$ cat src/rtl/gpio_display_scan_pkg.sv
// Shared constants for the multiplexed 7-segment scanner: segment codes and nibble/segment types.
// Latency: none (declarations only).
// Backpressure: none (declarations only).
package gpio_display_scan_pkg;

  typedef logic [3:0] nibble_t;
  typedef logic [6:0] seg_t;

  // Active-low {g,f,e,d,c,b,a}; a 0 bit lights the segment.
  localparam seg_t SEG_OFF = 7'h7F;
  localparam seg_t SEG_0   = 7'h40;
  localparam seg_t SEG_1   = 7'h79;
  localparam seg_t SEG_2   = 7'h24;
  localparam seg_t SEG_3   = 7'h30;
  localparam seg_t SEG_4   = 7'h19;
  localparam seg_t SEG_5   = 7'h12;
  localparam seg_t SEG_6   = 7'h02;
  localparam seg_t SEG_7   = 7'h78;
  localparam seg_t SEG_8   = 7'h00;
  localparam seg_t SEG_9   = 7'h10;
  localparam seg_t SEG_A   = 7'h08;
  localparam seg_t SEG_B   = 7'h03;
  localparam seg_t SEG_C   = 7'h46;
  localparam seg_t SEG_D   = 7'h21;
  localparam seg_t SEG_E   = 7'h06;
  localparam seg_t SEG_F   = 7'h0E;

endpackage

$ cat src/rtl/gpio_display_scan_hex_a_7seg.sv
// Combinational hex nibble to active-low 7-segment pattern decoder.
// Latency: 0 cycles (pure combinational).
// Backpressure: none; output follows input continuously.
module hex_a_7seg
  import gpio_display_scan_pkg::*;
(
  input  logic [3:0] nib_i,
  output logic [6:0] seg_o
);

  // Table lookup of the glyph for each hex value.
  always_comb begin
    seg_o = SEG_OFF;
    unique case (nib_i)
      4'h0: seg_o = SEG_0;
      4'h1: seg_o = SEG_1;
      4'h2: seg_o = SEG_2;
      4'h3: seg_o = SEG_3;
      4'h4: seg_o = SEG_4;
      4'h5: seg_o = SEG_5;
      4'h6: seg_o = SEG_6;
      4'h7: seg_o = SEG_7;
      4'h8: seg_o = SEG_8;
      4'h9: seg_o = SEG_9;
      4'hA: seg_o = SEG_A;
      4'hB: seg_o = SEG_B;
      4'hC: seg_o = SEG_C;
      4'hD: seg_o = SEG_D;
      4'hE: seg_o = SEG_E;
      4'hF: seg_o = SEG_F;
      default: seg_o = SEG_OFF;
    endcase
  end

endmodule

$ cat src/rtl/gpio_display_scan.sv
// Scans a per-frame snapshot of valor onto a common-anode multiplexed hex display; optional LEADING_ZERO_BLANK_EN.
// Latency: outputs registered one cycle after the divider/index state; valor visible the frame after its snapshot.
// Backpressure: none; free-running scan, valor sampled only at frame boundaries.
module gpio_display_scan
  import gpio_display_scan_pkg::*;
#(
  parameter int NUM_DIG   = 8,
  parameter int TICK_DIV  = 100000,
  parameter int BLANK_CYC = 16
) (
  input  logic                   clk,
  input  logic                   rst,
  input  logic [4*NUM_DIG-1:0]   valor,
  output logic [NUM_DIG-1:0]     anodos,
  output logic [6:0]             segmentos,
  output logic                   frame_done
);

  localparam int DIV_W = (TICK_DIV > 1) ? $clog2(TICK_DIV) : 1;
  localparam int IDX_W = (NUM_DIG > 1) ? $clog2(NUM_DIG) : 1;
  localparam logic [DIV_W-1:0]   DIV_LAST = DIV_W'(TICK_DIV - 1);
  localparam logic [IDX_W-1:0]   IDX_LAST = IDX_W'(NUM_DIG - 1);
  localparam logic [NUM_DIG-1:0] ANO_OFF  = '1;

  logic [DIV_W-1:0]     div_q, div_d;
  logic [IDX_W-1:0]     idx_q, idx_d;
  logic [4*NUM_DIG-1:0] snap_q, snap_d;
  logic [NUM_DIG-1:0]   ano_q, ano_d;
  logic [6:0]           seg_q, seg_d;
  logic                 fd_q, fd_d;

  logic    tick;
  logic    frame_end;
  logic    lz_blank;
  nibble_t cur_nib;
  seg_t    cur_seg;

  assign tick      = (div_q == DIV_LAST);
  assign frame_end = tick && (idx_q == IDX_LAST);

  // Pick the active digit's nibble; with leading-zero blanking, flag a non-zero
  // position whose nibble and every nibble above it are zero.
  always_comb begin
    logic zero_above;
    cur_nib    = '0;
    lz_blank   = 1'b0;
    zero_above = 1'b1;
    for (int i = NUM_DIG - 1; i >= 0; i--) begin
      zero_above = zero_above && (snap_q[4*i +: 4] == 4'h0);
      if (idx_q == IDX_W'(i)) begin
        cur_nib = snap_q[4*i +: 4];
`ifdef LEADING_ZERO_BLANK_EN
        if (i > 0 && zero_above) lz_blank = 1'b1;
`endif
      end
    end
  end

  hex_a_7seg u_dec (
    .nib_i (cur_nib),
    .seg_o (cur_seg)
  );

  // Next state: prescaler, digit index, frame snapshot and registered display drive.
  always_comb begin
    div_d  = tick ? '0 : div_q + 1'b1;
    idx_d  = idx_q;
    snap_d = snap_q;
    fd_d   = frame_end;
    ano_d  = ANO_OFF;
    seg_d  = SEG_OFF;
    if (tick) idx_d = (idx_q == IDX_LAST) ? '0 : idx_q + 1'b1;
    if (frame_end) snap_d = valor;
    // Anodes stay off for the first BLANK_CYC cycles of each slot so the
    // previous digit's segments never ghost onto the new one.
    if (int'(div_q) >= BLANK_CYC && !lz_blank) begin
      ano_d = ~(NUM_DIG'(1) << idx_q);
      seg_d = cur_seg;
    end
  end

  // State registers with asynchronous active-low reset to the dark display.
  always_ff @(posedge clk or negedge rst) begin
    if (!rst) begin
      div_q  <= '0;
      idx_q  <= '0;
      snap_q <= '0;
      ano_q  <= ANO_OFF;
      seg_q  <= SEG_OFF;
      fd_q   <= 1'b0;
    end else begin
      div_q  <= div_d;
      idx_q  <= idx_d;
      snap_q <= snap_d;
      ano_q  <= ano_d;
      seg_q  <= seg_d;
      fd_q   <= fd_d;
    end
  end

  assign anodos     = ano_q;
  assign segmentos  = seg_q;
  assign frame_done = fd_q;

endmodule
$ cat config.mk
export PLATFORM = sky130hd
export DESIGN_NAME = gpio_display_scan
export DESIGN_NICKNAME = d
export VERILOG_FILES = /design/src/rtl/gpio_display_scan_pkg.sv /design/src/rtl/gpio_display_scan_hex_a_7seg.sv /design/src/rtl/gpio_display_scan.sv
export SDC_FILE = /design/constraint.sdc
export NUM_CORES = 1
export LEC_CHECK = 0
export CORE_ASPECT_RATIO = 0.75
export CORE_UTILIZATION = 49
export DETAILED_ROUTE_END_ITERATION = 8
export PLACE_DENSITY = 0.79
export SYNTH_ARGS = -nofsm -noshare
export SYNTH_HDL_FRONTEND = slang
export SYNTH_SLANG_ARGS = --single-unit
$ cat constraint.sdc
create_clock -name clk -period 2.5 [get_ports clk]
set_input_delay 0.75 -clock clk [delete_from_list [all_inputs] [get_ports clk]]
set_output_delay 0.75 -clock clk [all_outputs]
set_load 0.02 [all_outputs]
==> results.toml <==
[sta]
final.setup.tns_ns = 0
finalSetupViolCount = 0
worst_slew_pin_slew_ns = 0.620
fin_crit_sh_pct = 99.0
slew_headroom_pct = 58.3
period_needed_ns = 2.48
drv_slew = 0
clock.fmax_mhz = 404
finalHoldViolations = 0
finClkSkew_ns = 0.00482

[cells_and_area]
insertedDiodeCount = 0
seqCellArea_um2 = 1720
nFillCells = 539
drive_gt1_share_pct = 21.8
final_cells = 542
postLayoutCellArea_um2 = 4600
area_growth_pct = 29.2
multi_input_area_um2 = 1820
nets = 487

[global_route]
grt_overflow = 0
grt_pass1_wl_um = 13100
grt_antenna_before_repair = 0
grt_max_degree = 69
grtUsageTotal_pct = 22.8
first_global_vias = 2575

[floorplan]
ioPinCount = 50
rows = 26
fp.dieH_um = 75.8
dieArea_um2 = 7620
initial_utilization_pct = 51.4
die_x_um = 100
core_um2 = 6930

[critical_path]
critPathTopFamily = "compound AO/OA/AOI/OAI gates"
slowest_stage = "dfrtp_2"
reg2reg_to = "segmentos[0]$_DFF_PN1_"
critPathLaunchType = "flip-flop"
critPathLaunch = "idx_q[0]$_DFFE_PN0N_"
critPathKind = "flip-flop to flip-flop"
cp.arrival_ns = 2.75
cp_cell_sequence = "buf_4 -> ha_4 -> o21ai_4 -> a32oi_4 -> a2111oi_4 -> a311oi_2 -> buf_4 -> ha_1 -> nor4b_1 -> a211oi_2"
ff2ff_path_depth = 10
required_ns = 2.77
critPathMostFrequentCell = "buf_4"
critical_path_buf_inv_count = 2
end_kind = "flip-flop"
r2r_slack_ns = 0.02
cp_slowest_stage_delay_ns = 0.44
path_max_fanout = 4
r2r-start = "idx_q[0]$_DFFE_PN0N_"

[yosys]
synthSimpleGateAreaFrac_pct = 24.3
ys.warnings.count = 0
ys_seq_elements = 68
synth_common_cells = "nand2_1 (118), dfrtp_1 (53), nand3_1 (18), nor2_1 (16), dfstp_2 (15)"
synthMuxAreaShare_pct = 2.28
synth_compound_area_share_pct = 9.91
syn_nets = 421
synthFlopType = "dfrtp_1"
synth.area.top_cells = "dfrtp_1 (37%), nand2_1 (12%), dfstp_2 (11%), ha_1 (4.9%), nand3_1 (2.5%)"
synth_edf_count = 0
synth_cells = 373
synth_top_family_by_area = "simple AND/OR/NAND/NOR gates"
synth_fa_ha_area_share_pct = 4.92
yosysUniqueCellTypes = 58
syn_area_um2 = 3560
yosys.area.top_type_share_pct = 37.2
synthMostInstantiatedCell = "nand2_1"
async_flop_share_pct = 100
yosys.area.top_type = "dfrtp_1"
syn_avg_cell_area_um2 = 9.55
seq_area_frac_synth_pct = 48.3
synth-xor-area-share_pct = 3.69

[pwr]
irDropWorstVdd_mv = 0.289
p_per_area_nw_per_um2 = 433
static-leakage-power_nw = 1.91
power_w = 0.00199

[route]
drc = 0
wl_um = 7790
post_drt_wl_per_cell_um = 14.4
num_vias = 2818
drt_pass1_iterations = 4
ant_nets = 0
drt_iter0_markers = 160
viasPerCell = 5.20

[placement]
globalplace.congestion = 0.892
placedInstanceArea_um2 = 4170
io_buffers = 49
dp_hpwl_um = 5320
dp.cells = 518

[clocking]
postCtsHoldBufs = 0
clk_pin_slew_ns = 0.07
clk_latency_ns = 0.35
cts_tree = "yes"
htreeDepth = 3
clockRootBuffer = "clkbuf_8"
cts-buffers-inserted = 9
cts.path.max_buffers = 2
cts_sinks = 68

[run]
drv_cap = 0

[status]
status = "complete, no violations"

[hold_path]
hold_class = "input port to async pin"
## layout make-up
cell class / instances / area share [%]
clock buffer: 14 / 3.53
clock inverter: 2 / 0.217
inverter: 14 / 1.14
multi-input combinational: 270 / 39.5
sequential: 68 / 37.4
tap: 98 / 2.66
timing repair buffer: 76 / 15.5
## report_power, final
part           internal, W  leakage (nW)  switching [W]
clock network     0.000412        0.0905       0.000406
logic            0.0000476          1.10      0.0000278
registers          0.00110         0.712              0
total              0.00156          1.91       0.000433
## per-layer routing
| metal | global-route usage, % | vias to the layer above | share of wire [%] |
|---|---|---|---|
| met5 | 0 | - | 0 |
| met3 | 5.41 | 7 | 6.8 |
| met2 | 34.3 | 97 | 44 |
| met4 | 7.25 | 0 | 0.80 |
| met1 | 32.8 | 1329 | 49 |
| li1 | - | 1385 | - |
## registers in the layout (all words and copies together) (netlist names)
register,count
div_q,17
snap_q,32
segmentos,7
anodos,8
frame_done,1
idx_q,3
## through the flow
stage | utilization, % | hold slack (ns) | setup WS [ns]
2_1_floorplan | - | 0.430 | 0.00333
4_1_cts | 63.9 | 0.421 | 0.0134
6_report | 66.4 | 0.415 | 0.0249
5_1_grt | 66.4 | 0.443 | -0.0365
3_3_place_gp | 60.2 | 0.450 | 0.0685
3_5_place_dp | 60.2 | 0.460 | -0.118
## worst register-to-register path: cells and delay by family (launching register included)
family / cells / cell delay [ns]
simple gates: 1 / 0.37
flops: 1 / 0.44
compound gates: 5 / 0.84
buf+inv: 2 / 0.35
fa+ha+maj: 2 / 0.40
## layout by cell type (no fill, tap or decap), types with 3 or more instances in the layout
cell and instances:
nor4_2 3, buf_4 25, inv_1 10, nor3_1 4, dfrtp_1 51, clkbuf_1 3, clkdlybuf4s50_1 48, nor2b_1 4
nand2_1 118, nand3b_1 3, xnor2_1 9, clkbuf_8 11, xor2_1 6, nand3_1 18, a21oi_1 9, mux2i_1 7
nor2_1 15, dfstp_2 15, inv_2 4, nand2b_1 3, ha_4 8, ha_1 5, o21ai_0 4
## worst max-delay path by stage
stage | to | slack [ns] | cells past startpoint
floorplan | segmentos[0]$_DFF_PN1_ | 0.003 | 11
global placement | segmentos[3]$_DFF_PN1_ | 0.07 | 11
CTS | segmentos[3]$_DFF_PN1_ | 0.01 | 11
global route | segmentos[3]$_DFF_PN1_ | -0.04 | 12
finish | segmentos[0]$_DFF_PN1_ | 0.02 | 10
detailed placement | segmentos[3]$_DFF_PN1_ | -0.12 | 11
## repair_timing
action,4_1_cts,5_1_grt
pin swaps,1,11
gates resized for setup,12,25
gates cloned,0,0
buffers inserted,4,4
setup endpoints to repair,5,7
## cells by family (layout without fill, tap and decap cells)
logic type	after synthesis	after routing
AOI/OAI and AO/OA	46	46
xor gates and xnor gates	15	15
adders and majority gates	14	14
buffers and inverters	35	106
DFF	68	68
muxes	8	8
and+or+nand+nor	187	187
No activity file was read; power rests on OpenSTA's default activity.
